$ cat src/rtl/ham_d_if.sv
// ham_d_if: received-word input and branch-metric outputs of the Viterbi branch-metric unit
interface ham_d_if;
    logic        en_brch;
    logic [15:0] data;
    logic [1:0]  hamd_1, hamd_2, hamd_3, hamd_4, hamd_5, hamd_6, hamd_7, hamd_8;
    modport master (output en_brch, data, input hamd_1, hamd_2, hamd_3, hamd_4, hamd_5, hamd_6, hamd_7, hamd_8);
    modport slave  (input en_brch, data, output hamd_1, hamd_2, hamd_3, hamd_4, hamd_5, hamd_6, hamd_7, hamd_8);
endinterface

$ cat src/rtl/ham_d.sv
// ham_d: K=3 rate-1/2 Viterbi branch metrics, one 2-bit symbol of a 16-bit word per enabled cycle
module ham_d (
    input logic   clk,
    input logic   rst,
    ham_d_if.slave bus
);
    // expected {c0,c1} for branch j lives at bits [2j+1:2j]
    localparam logic [15:0] EXP = 16'b10_01_01_10_00_11_11_00;
    logic [1:0]  data_rx_q, data_rx_d, next_rx;
    logic [13:0] sreg_q, sreg_d;
    logic [2:0]  sym_cnt_q, sym_cnt_d;
    logic [1:0]  hamd_q [8];
    logic [1:0]  hamd_d [8];
    logic [1:0]  x;
    always_comb begin
        next_rx   = sym_cnt_q == 3'd0 ? bus.data[15:14] : sreg_q[13:12];
        data_rx_d = !rst ? 2'b00 : bus.en_brch ? next_rx : data_rx_q;
        sreg_d    = !rst ? 14'd0 : !bus.en_brch ? sreg_q :
                    sym_cnt_q == 3'd0 ? bus.data[13:0] : {sreg_q[11:0], 2'b00};
        sym_cnt_d = !rst ? 3'd0 : bus.en_brch ? sym_cnt_q + 3'd1 : sym_cnt_q;
        x         = 2'b00;
        for (int j = 0; j < 8; j++) begin
            x         = next_rx ^ EXP[2*j +: 2];
            hamd_d[j] = !rst ? 2'b00 : bus.en_brch ? {&x, ^x} : hamd_q[j];
        end
    end
    always_ff @(posedge clk) begin
        data_rx_q <= data_rx_d;
        sreg_q    <= sreg_d;
        sym_cnt_q <= sym_cnt_d;
        hamd_q    <= hamd_d;
    end
    assign bus.hamd_1 = hamd_q[0];
    assign bus.hamd_2 = hamd_q[1];
    assign bus.hamd_3 = hamd_q[2];
    assign bus.hamd_4 = hamd_q[3];
    assign bus.hamd_5 = hamd_q[4];
    assign bus.hamd_6 = hamd_q[5];
    assign bus.hamd_7 = hamd_q[6];
    assign bus.hamd_8 = hamd_q[7];
endmodule

$ cat src/flat_wrapper.sv
// flat-port wrapper written by rule: the top's interface ports become plain ports
module ham_d_flat 
  (clk, rst, bus_en_brch, bus_data, bus_hamd_1, bus_hamd_2, bus_hamd_3, bus_hamd_4, bus_hamd_5, bus_hamd_6, bus_hamd_7, bus_hamd_8);
  ham_d_if bus_i ();
  input logic clk;
  input logic rst;
  input wire logic [$bits(bus_i.en_brch)-1:0] bus_en_brch;
  input wire logic [$bits(bus_i.data)-1:0] bus_data;
  output wire logic [$bits(bus_i.hamd_1)-1:0] bus_hamd_1;
  output wire logic [$bits(bus_i.hamd_2)-1:0] bus_hamd_2;
  output wire logic [$bits(bus_i.hamd_3)-1:0] bus_hamd_3;
  output wire logic [$bits(bus_i.hamd_4)-1:0] bus_hamd_4;
  output wire logic [$bits(bus_i.hamd_5)-1:0] bus_hamd_5;
  output wire logic [$bits(bus_i.hamd_6)-1:0] bus_hamd_6;
  output wire logic [$bits(bus_i.hamd_7)-1:0] bus_hamd_7;
  output wire logic [$bits(bus_i.hamd_8)-1:0] bus_hamd_8;
  assign bus_i.en_brch = bus_en_brch;
  assign bus_i.data = bus_data;
  assign bus_hamd_1 = bus_i.hamd_1;
  assign bus_hamd_2 = bus_i.hamd_2;
  assign bus_hamd_3 = bus_i.hamd_3;
  assign bus_hamd_4 = bus_i.hamd_4;
  assign bus_hamd_5 = bus_i.hamd_5;
  assign bus_hamd_6 = bus_i.hamd_6;
  assign bus_hamd_7 = bus_i.hamd_7;
  assign bus_hamd_8 = bus_i.hamd_8;
  ham_d u_core (.clk(clk), .rst(rst), .bus(bus_i));
endmodule
$ cat config.mk
export PLATFORM = sky130hd
export DESIGN_NAME = ham_d_flat
export DESIGN_NICKNAME = d
export VERILOG_FILES = /design/src/rtl/ham_d_if.sv /design/src/rtl/ham_d.sv /design/src/flat_wrapper.sv
export SDC_FILE = /design/constraint.sdc
export NUM_CORES = 1
export LEC_CHECK = 0
export BUFFER_PORTS_ARGS = -buffer_cell sky130_fd_sc_hd__buf_2
export CAP_MARGIN = 20
export CORE_ASPECT_RATIO = 0.6
export CORE_MARGIN = 3
export CORE_UTILIZATION = 45
export CTS_CLUSTER_DIAMETER = 80
export DETAILED_ROUTE_END_ITERATION = 12
export GPL_ROUTABILITY_DRIVEN = 1
export PLACE_DENSITY_LB_ADDON = 0.08
export SLEW_MARGIN = 25
export SYNTH_ARGS = -nofsm -noshare
export SYNTH_HDL_FRONTEND = slang
export SYNTH_SLANG_ARGS = --single-unit
$ cat constraint.sdc
create_clock -name clk -period 3 [get_ports clk]
set_input_delay 0.15 -clock clk [delete_from_list [all_inputs] [get_ports clk]]
set_output_delay 0.15 -clock clk [all_outputs]
set_load 0.02 [all_outputs]
==> metrics.txt <==
mapped cell area ~1100 µm²; # resized after CTS 0; Die X 70.1 µm; Area Growth Syn to Fin 11.7%; library cells used by synthesis 21; largest net degree at the start of global routing 42; Vias 911; Die Ht roughly 44 µm; CTS tree built; #FFs+latches synth 23; final worst slack 1100 ps; final hold viol count 0; Reg clk slew, reported paths 80 ps; Syn Area/Cell around 8.3 µm²; yosys warns 0; grt total ovfl 0; Syn Inst Count 133; CTS root buf clkbuf_8; RSZ-0062 raised after global routing no; final worst-path cycle share 63.5%; CP Class reg2reg; sequential fraction of the synthesis area 41.5%; crit path time final 1900 ps; setup TNS 0 ps; pre-CTS setup slack 1110 ps; Skew-Pair Late Insertion Delay about 260 ps; Final setup viols 0; leak pwr 0.586 nW; Cell Rows 13; WHS Path Cells 3; CTS Sinks 23; DRT antenna net count 0; crit path capture type flip-flop; Max clock buf depth 2; via-per-instance ratio 5.01; cts hold-fix bufs 0; Routed Wire Length 2130 µm; P per Cell Area 558 nW/µm²; leading cell type in the layout, fill and taps excluded buf_2; share of layout cells above drive strength 1 25.0%; initial core utilization approximately 49%; data required time of the worst path around 3200 ps; synthesized net count 156; worst r2r path cells 8; RePlAce Congestion around 0.75; slew margin rel. 57.9%; Hold Crit Class in2reg; fmax 525 MHz; final std cells w/o fill 182; Port Buffers 34; final count of pins violating max slew 0; Setup crit start kind flip-flop; commonest non-fill, non-tap cells in the layout 34 x buf_2, 30 x nand2_1, 23 x dfxtp_1; total power draw 0.000691 W; initial antenna violation count 0; gr usage total 14.1%; drt drc 0; Worst EP arrival 2060 ps; Worst-Margin Slew 631 ps; nets 176; number of max-cap violations 0; cts bufs inserted 3; first-pass GRT wire length 3450 µm; IO Pins 35; core area 2240 µm²; ANT cells 0; VDD IR max 0.000206 V; outcome completed; routed len/inst between 10 and 15 µm; Die Area just over 3000 µm²; Inst Count DP 178; Pre-Repair DR Iteration Count 4; worst-path maximum fanout 8; CTS H-tree depth 1; clk_skew between 2 and 3 ps; Final HPWL DP ~1400 µm; # Post-CTS Setup Buffers 0; DR iter-0 viols 29; vias in the first global route between 700 and 800
-- cells in the mapped netlist --
master    count  area share [%]
xor2_1        1            0.79
mux2i_1       4             3.6
buf_4        11             7.4
nand3_1       2            0.90
ha_1          4             4.5
a31oi_1      14             7.9
buf_2         5             2.3
or3_1         2             1.1
a21boi_0      2             1.4
o211a_1       2             1.8
nor2b_1       4             2.3
xnor2_1       1            0.79
nand3b_1      2             1.4
buf_6         1             1.0
and2_1        2             1.1
dfxtp_1      23              42
nand2_1      30              10
clkbuf_1      3             1.0
o21ai_0      14             6.3
inv_1         3             1.0
nand2b_1      3             1.7
-- worst max-delay path: stages, from the launching register on --
cell and delay, ps:
dfxtp_1 340, inv_1 60, ha_1 150, nor2b_1 460
mux2i_1 290, inv_1 60, ha_1 270, nand2_1 50
o211a_1 130
-- logic make-up after synthesis --
group                      synth area share (%)
DFF                                        41.5
buffers and inverters                      12.8
xor gates and xnor gates                   1.58
AOI/OAI and AO/OA                          17.4
muxes                                      3.61
and+or+nand+nor                            18.6
adders and majority gates                  4.51
-- worst paths after layout --
check	from	end	slack, ps
worst max register to register	u_core.sym_cnt_q[0]	u_core.bus.hamd_7[0]	1100
worst max-delay path	u_core.sym_cnt_q[0]	u_core.bus.hamd_7[0]	1100
worst min register to register	u_core.sreg_q[6]	u_core.sreg_q[8]	470
worst min-delay path	bus_data[7]	u_core.sreg_q[7]	140
-- registers in the layout (all words and copies together), names as in the netlist --
register           flops
u_core.bus.hamd_2      2
u_core.sreg_q         14
u_core.bus.hamd_4      1
u_core.bus.hamd_7      2
u_core.sym_cnt_q       3
u_core.bus.hamd_5      1
-- metrics by stage --
stage	utilization (%)	cell area [µm²]	hold slack, ps
6_report	55.2	1240	140
5_1_grt	55.2	1240	139
4_1_cts	55.2	1240	132
3_5_place_dp	53.2	1190	418
2_1_floorplan	-	1110	288
3_3_place_gp	53.2	1190	414
-- per-layer routing --
layer | vias to the layer above | share of wire [%] | wire length (µm) | track usage [%]
met2 | 36 | 42 | 882 | 22.3
li1 | 477 | - | - | -
met1 | 396 | 49 | 1040 | 18.0
met5 | - | 0 | 0 | 0
met4 | 0 | 0.89 | 19 | 3.44
met3 | 2 | 8.6 | 182 | 5.90
-- where the power goes --
part           switching (W)  internal [W]  total (W)
combinational      0.0000964     0.0000597   0.000156
clock              0.0000941     0.0000947   0.000189
sequential         0.0000155      0.000330   0.000346
-- area by class of cell --
type                       count  area, µm²
clock buffer                   4       45.0
fill                         225       1010
inverter                       3       11.3
multi-input combinational     87        507
sequential                    23        460
tap                           30       37.5
timing repair buffer          35        178
No activity file was read; power rests on OpenSTA's default activity.
